File: src/rtl/inst_fetch_axi_pkg.sv
// Shared types and constants for the AXI instruction-fetch stage.
// The IF state encoding, the fixed single-beat AXI AR attributes and the
// sequential-PC helper live here so the top stays focused on control flow.
package inst_fetch_axi_pkg;

    // Fetch FSM states: waiting, address phase, data phase, and draining a
    // response that a flush made stale.
    typedef enum logic [1:0] {
        IF_IDLE    = 2'd0,
        IF_ADDR    = 2'd1,
        IF_DATA    = 2'd2,
        IF_DISCARD = 2'd3
    } if_state_e;

    localparam logic [31:0] ZERO_WORD      = 32'h0000_0000;
    localparam logic [7:0]  AXI_LEN_SINGLE = 8'd0;
    localparam logic [2:0]  AXI_SIZE_WORD  = 3'd2;
    localparam logic [1:0]  AXI_BURST_INCR = 2'b01;

    // Next sequential instruction address; wraps naturally at 2^32.
    function automatic logic [31:0] seq_pc(input logic [31:0] pc);
        return pc + 32'd4;
    endfunction

endpackage

File: src/rtl/inst_fetch_axi.sv
// Instruction-fetch stage with a single-outstanding AXI4 read master.
// Owns the PC, issues one-beat reads when IF/ID asks for the next word and
// presents each returned word as a one-cycle valid pulse. Branches take effect
// after the delay slot; flushes redirect at once and drop in-flight responses.
// Optional feature macro: INST_FETCH_ALIGN_CHECK_EN (misaligned-PC fetch
// raises if_excp_adel instead of issuing a read).
module inst_fetch_axi
    import inst_fetch_axi_pkg::*;
#(
    parameter logic [31:0] RESET_PC = 32'hBFC0_0000,
    parameter logic [3:0]  AXI_ID   = 4'h0
) (
    input  logic        clk,
    input  logic        rst,
    input  logic [5:0]  stall,
    input  logic        flush,
    input  logic [31:0] new_pc,
    input  logic        branch_flag,
    input  logic [31:0] branch_target,
    input  logic        next_pc_valid,
    output logic [3:0]  arid,
    output logic [31:0] araddr,
    output logic [7:0]  arlen,
    output logic [2:0]  arsize,
    output logic [1:0]  arburst,
    output logic        arvalid,
    input  logic        arready,
    input  logic [31:0] rdata,
    input  logic        rvalid,
    output logic        rready,
    output logic        valid,
    output logic [31:0] if_pc,
    output logic [31:0] if_inst,
    output logic        if_excp_adel
);

    if_state_e   state_reg;
    logic [31:0] pc_reg;
    logic [31:0] pending_target_reg;
    logic        branch_pending_reg;
    logic        flush_seen_reg;   // flush arrived while AR was still pending
    logic        start_fetch;
    logic        deliver;
    logic [31:0] redirect_pc;

    // Only stall[0] gates this stage; the rest of the vector belongs to later stages.
    logic unused_stall;
    assign unused_stall = ^stall[5:1];

    assign arid    = AXI_ID;
    assign arlen   = AXI_LEN_SINGLE;
    assign arsize  = AXI_SIZE_WORD;
    assign arburst = AXI_BURST_INCR;

    assign start_fetch = next_pc_valid && !stall[0] && !flush;
    assign deliver     = (state_reg == IF_DATA) && rvalid && !flush;
    // A branch latched earlier wins; otherwise a branch resolved in the
    // delivery cycle applies directly, else fall through sequentially.
    assign redirect_pc = branch_pending_reg ? pending_target_reg :
                         (branch_flag ? branch_target : seq_pc(pc_reg));

`ifdef INST_FETCH_ALIGN_CHECK_EN
    logic adel_reg;
    assign if_excp_adel = adel_reg;
`else
    assign if_excp_adel = 1'b0;
`endif

    // PC / branch bookkeeping and the fetch FSM with its registered AXI and IF/ID outputs.
    always_ff @(posedge clk) begin
        if (rst) begin
            state_reg          <= IF_IDLE;
            pc_reg             <= RESET_PC;
            pending_target_reg <= ZERO_WORD;
            branch_pending_reg <= 1'b0;
            flush_seen_reg     <= 1'b0;
            araddr             <= ZERO_WORD;
            arvalid            <= 1'b0;
            rready             <= 1'b0;
            valid              <= 1'b0;
            if_pc              <= ZERO_WORD;
            if_inst            <= ZERO_WORD;
`ifdef INST_FETCH_ALIGN_CHECK_EN
            adel_reg           <= 1'b0;
`endif
        end else begin
            valid <= 1'b0;
`ifdef INST_FETCH_ALIGN_CHECK_EN
            adel_reg <= 1'b0;
`endif
            if (flush) begin
                pc_reg             <= new_pc;
                branch_pending_reg <= 1'b0;
            end else if (deliver) begin
                pc_reg             <= redirect_pc;
                branch_pending_reg <= 1'b0;
            end else if (branch_flag) begin
                branch_pending_reg <= 1'b1;
                pending_target_reg <= branch_target;
            end

            case (state_reg)
                IF_IDLE: begin
                    if (start_fetch) begin
`ifdef INST_FETCH_ALIGN_CHECK_EN
                        if (pc_reg[1:0] != 2'b00) begin
                            valid    <= 1'b1;
                            if_pc    <= pc_reg;
                            if_inst  <= ZERO_WORD;
                            adel_reg <= 1'b1;
                        end else begin
                            araddr    <= pc_reg;
                            arvalid   <= 1'b1;
                            state_reg <= IF_ADDR;
                        end
`else
                        araddr    <= pc_reg;
                        arvalid   <= 1'b1;
                        state_reg <= IF_ADDR;
`endif
                    end
                end
                IF_ADDR: begin
                    // AR cannot be withdrawn once raised; remember the flush instead.
                    if (flush) begin
                        flush_seen_reg <= 1'b1;
                    end
                    if (arready) begin
                        arvalid        <= 1'b0;
                        rready         <= 1'b1;
                        flush_seen_reg <= 1'b0;
                        state_reg      <= (flush || flush_seen_reg) ? IF_DISCARD : IF_DATA;
                    end
                end
                IF_DATA: begin
                    if (rvalid) begin
                        rready    <= 1'b0;
                        state_reg <= IF_IDLE;
                        if (!flush) begin
                            valid   <= 1'b1;
                            if_pc   <= araddr;
                            if_inst <= rdata;
                        end
                    end else if (flush) begin
                        state_reg <= IF_DISCARD;
                    end
                end
                IF_DISCARD: begin
                    if (rvalid) begin
                        rready    <= 1'b0;
                        state_reg <= IF_IDLE;
                    end
                end
                default: state_reg <= IF_IDLE;
            endcase
        end
    end

endmodule

File: config.mk
export PLATFORM = sky130hd
export DESIGN_NAME = inst_fetch_axi
export DESIGN_NICKNAME = d
export VERILOG_FILES = /design/src/rtl/inst_fetch_axi_pkg.sv /design/src/rtl/inst_fetch_axi.sv
export SDC_FILE = /design/constraint.sdc
export NUM_CORES = 1
export LEC_CHECK = 0
export CORE_MARGIN = 5
export CORE_UTILIZATION = 40
export CTS_BUF_LIST = sky130_fd_sc_hd__clkbuf_4 sky130_fd_sc_hd__clkbuf_8 sky130_fd_sc_hd__clkbuf_16
export CTS_CLUSTER_DIAMETER = 80
export CTS_CLUSTER_SIZE = 28
export DETAILED_ROUTE_END_ITERATION = 10
export PLACE_DENSITY_LB_ADDON = 0.1
export SYNTH_ARGS = -nofsm -noshare
export SYNTH_HDL_FRONTEND = slang
export SYNTH_SLANG_ARGS = --single-unit
File: constraint.sdc
create_clock -name clk -period 2.67 [get_ports clk]
set_clock_uncertainty 0.15 [all_clocks]
set_input_delay 0.534 -clock clk [delete_from_list [all_inputs] [get_ports clk]]
set_output_delay 0.534 -clock clk [all_outputs]
set_load 0.02 [all_outputs]
[After elaboration in Yosys (flattened, before gate mapping)]
Cells that the tools add are included.
Storage, ports and cells
  bits in registers: 167
  word-level logic and storage cells: 66
  bits of input ports: 109
Cells by class
  add/subtract/negate cells: 1
  multiplexer cells: 20
  reductions and logical operators: 22
  equal/unequal tests: 8
  bitwise operators: 4
Operator list (number)
  $mux 32: 4
  $add 32x3->32 const B: 1
  $reduce_and 3->1: 4
  $mux 2: 5
  $mux 1: 8
  $pmux 2 s4: 1
  $reduce_bool 2->1: 4
  $ne 2x2->1 const B: 3
  $reduce_or 3->1: 2
  $eq 2x2->1 const B: 2
  $logic_and 1x1->1: 4
  $not 1->1: 4
  $pmux 1 s2: 2
  $reduce_and 2->1: 2
  $reduce_and 4->1: 1
  $ne 3x3->1 const B: 1
  $eq 2x1->1 const B: 1
  $logic_not 1->1: 2
  $logic_not 2->1: 1
  $ne 2x1->1 const B: 1
  $reduce_or 2->1: 1
  $logic_or 1x1->1: 1

[Logic depth before layout (Yosys ltp)]
  depth in word-level cells: 5
  gate-level depth with buffers: 8
  depth with buffers taken out: 6

[Worst setup path after synthesis]
Ideal clock, no wire load.
  path type: input to register
  start: in branch_flag
  end: reg pc_reg[8]
  path buffers: 3
  cell stages on the path: 8
  setup slack: 481 ps
  arrival: 1944 ps
  setup time: 95 ps
  cells stage by stage: clkbuf_1 -> nor2b_1 -> buf_2 -> buf_1 -> a22oi_1 -> o31ai_1 -> a21oi_1 -> a221oi_1
Between the ends
  cells in the longest elaborated chain, start to end: 4
Ends and longest elaborated chain
  from (decl): line inst_fetch_axi.sv:18  | input logic branch_flag,
  $mux 32: line inst_fetch_axi.sv:60  | (branch_flag ? branch_target : seq_pc(pc_reg));
  $mux 32: line inst_fetch_axi.sv:59  | assign redirect_pc = branch_pending_reg ? pending_target_reg :
  $mux 32: line inst_fetch_axi.sv:94  | end else if (deliver) begin
  $mux 32: line inst_fetch_axi.sv:91  | if (flush) begin
  to (signal assigned): line inst_fetch_axi.sv:92  | pc_reg <= new_pc;
  to (signal assigned): line inst_fetch_axi.sv:95  | pc_reg <= redirect_pc;
  to (decl): line inst_fetch_axi.sv:38  | logic [31:0] pc_reg;
No other way between the ends. The select of a mux whose other input is x is not followed.
A chain may end at the register's enable or synchronous reset.

[Worst setup path in the final report]
  start: reg pc_reg[9]
  end: reg pc_reg[25]
Between the ends
  cells in the longest elaborated chain, start to end: 5
Ends and longest elaborated chain
  $add 32x3->32: line inst_fetch_axi_pkg.sv:22  | return pc + 32'd4;
  $mux 32: line inst_fetch_axi.sv:60
  $mux 32: line inst_fetch_axi.sv:59
  $mux 32: line inst_fetch_axi.sv:94
  $mux 32: line inst_fetch_axi.sv:91
No other way between the ends. The select of a mux whose other input is x is not followed.

==> impl_metrics.ini <==
[sta]
period_needed_ns = 2.26
setup_ws_ns = 0.410
finalSetupViolCount = 0
slew_violations = 0
hold_violations = 0
fin_crit_sh = 0.846
rsz0062_at_grt = false
worst_slew_pin_slew_ns = 0.560
fmax_mhz = 443
relSlewSlack = 0.627
setup_tns_ns = 0

[placement]
dpl.hpwl_um = 16600
pre_cts_slack_ns = 0.125
dp.cells = 1352
gp_congestion = 0.922
io_buffers = 202

[floorplan]
dieArea_um2 = 21100
std_cell_rows = 49
core_area_um2 = 18000
start_util = 0.407
fp.dieH_um = 145
ios = 226
die_w_um = 145

[yosys]
async_flop_share = 0
synth_top_area_share = 0.457
synthTopCellsByCount = 291 x nand2_1, 167 x dfxtp_1, 160 x a21oi_1, 66 x clkbuf_1, 30 x nor2_1
synthSimpleGateAreaFrac = 0.228
ys_seq_area_frac = 0.457
synth_xor_area_frac = 0.00958
synth_edf_count = 0
synth_cell_types = 57
synth-seq-cells = 167
synth_top_family_by_area = compound AO/OA/AOI/OAI gates
ys.flop_type = dfxtp_1
ys_top_cells_by_area = dfxtp_1 46%, nand2_1 15%, a21oi_1 11%, clkbuf_1 3.4%, a221oi_1 2.5%
synth_compound_area_frac = 0.230
yosysWarningCount = 0
synth_most_common_cell = nand2_1
netlist_area_um2 = 7310
synthMuxAreaShare = 0.00719
synth_top_cell_by_area = dfxtp_1
synth_adder_area_share = 0.00171
syn_area_per_cell_um2 = 7.61
postSynthCellCount = 961

[routing]
via_per_inst = 5.26
dr.pass1.iters = 5
drc_errors = 0
drt_wl_total_um = 23600
antenna_left = 0
vias = 7278
drt-initial-drc-count = 534
avgRoutedWirePerCell_um = 17.0

[cells_and_area]
syn2layout_area_growth_pct = 39.8
stdcell_count = 1383
antenna_cells = 0
drive_gt1_frac = 0.0763
fin_nets = 1252

[setup_path]
worstPathRequired_ns = 2.88
r2r_cells = 5
r2r-end = pc_reg[25]$_SDFFE_PP1P_
end_kind = flip-flop
cp_top_family = simple AND/OR/NAND/NOR gates
path_cells = nand4_2 -> or3_1 -> or4_1 -> mux2_2 -> o21ai_2
cp_num_buf_inv = 0
crit_slowest_cell = or3_1
crit_path_start_kind = flip-flop
max_stage_delay_ns = 0.51
crit_path_max_fanout = 8
r2r_setup_slack_ns = 0.41
cp_data_arrival_time_ns = 2.47
r2r_start = pc_reg[9]$_SDFFE_PP0P_
path_class = flip-flop to flip-flop

[pwr]
leakage_nw = 3.59
ir_drop_mv = 0.471
powerDensity_nw_per_um2 = 565

[global_route]
track_usage = 0.216
grt_start_max_net_pins = 71
antenna_found_initial = 0
grt_pass1_wl_um = 37600
grt_pass1_vias = 6809
globalRouteOverflowTotal = 0

[min_path]
min_path_cells = 2
min-delay-start = if_pc[1]$_SDFFE_PP0P_
hold_class = flip-flop to flip-flop
hold_end = if_pc[1]$_SDFFE_PP0P_

[cts]
clk_pin_slew_ns = 0.06
clock-sinks = 167
cts_tree = yes
clock-root-buffer = clkbuf_16
post-cts-setup-buffer-count = 0
cts_buffer_depth = 2
htree_levels = 4
hold_buffers = 0
cts_resized = 0
cts_made_buffers = 17
clk_latency_ns = 0.42

[run_status]
run_status = finished clean

[flow_run]
maxCapViolations = 0
-- final cells by class --
cell class                 instances  area, um2
multi-input combinational        701       3570
inverter                          12       45.0
clock inverter                    10        120
fill                            1695       7750
tap                              229        287
timing repair buffer             243       2380
clock buffer                      21        468
sequential                       167       3340
-- worst reg2reg max path, delay by kind of cell, from the launching register on --
family | cells | cell delay, ns
AOI/OAI and AO/OA | 1 | 0.10
and+or+nand+nor | 3 | 1.20
DFF | 1 | 0.47
muxes | 1 | 0.28
-- where the power goes --
part	switching (mW)	leakage, nW	internal (mW)
Sequential	0.0804	1.36	2.57
Clock	1.01	0.287	1.45
Combinational	0.351	1.95	0.314
-- routing by layer --
metal	global-route usage	vias to the layer above	wire length, um
met1	0.313	3320	11000
li1	-	3665	-
met5	0	-	0
met2	0.324	270	10400
met4	0.0602	0	393
met3	0.0458	23	1770
-- kinds of logic (layout without fill, tap and decap cells) --
kind of cell    after synthesis  in the layout
fa+ha+maj                     1              1
simple gates                397            397
mux                           5              5
compound gates              272            272
other cells                   2             18
buf+inv                     109            286
flops                       167            167
xor+xnor                      8              8
-- stage by stage --
step / instance area, um2 / power, mW / utilization / hold slack [ns]
after floorplan: 7370 / 3.04 / - / 0.282
after global placement: 9630 / 3.36 / 0.536 / 0.290
after detailed placement: 9630 / 3.36 / 0.536 / 0.296
after CTS: 10200 / 5.82 / 0.569 / 0.305
after global routing: 10200 / 6.00 / 0.569 / 0.323
final: 10200 / 5.77 / 0.569 / 0.302
-- cells in the final DEF (no fill, tap or decap), types with 4 or more instances in the layout --
cell and count:
dfxtp_1 167, conb_1 18, xnor2_1 6, nand3_1 16, inv_1 10, a22o_1 4
o31ai_1 6, a31o_2 6, nor4_1 4, a21oi_1 160, nand2_1 291, clkdlybuf4s50_1 200
a22oi_1 6, buf_12 5, clkbuf_16 17, nor3_1 18, nand4_1 9, nor2_1 30
and4_1 5, buf_4 37, o21ai_1 5, and3_1 5, a221oi_1 21, a211oi_1 10
a31oi_1 4, o21ai_0 12, o211ai_1 11, a221o_1 5
-- worst max path at each step --
stage               cells after the start                    from                      end
floorplan                               8             branch_flag   pc_reg[8]$_SDFFE_PP0P_
detailed placement                      7             branch_flag  pc_reg[11]$_SDFFE_PP0P_
global placement                        7             branch_flag  pc_reg[11]$_SDFFE_PP0P_
global route                            5  pc_reg[9]$_SDFFE_PP0P_  pc_reg[25]$_SDFFE_PP1P_
finish                                  5  pc_reg[9]$_SDFFE_PP0P_  pc_reg[25]$_SDFFE_PP1P_
CTS                                     5  pc_reg[9]$_SDFFE_PP0P_  pc_reg[25]$_SDFFE_PP1P_
No activity file was read; power rests on OpenSTA's default activity.
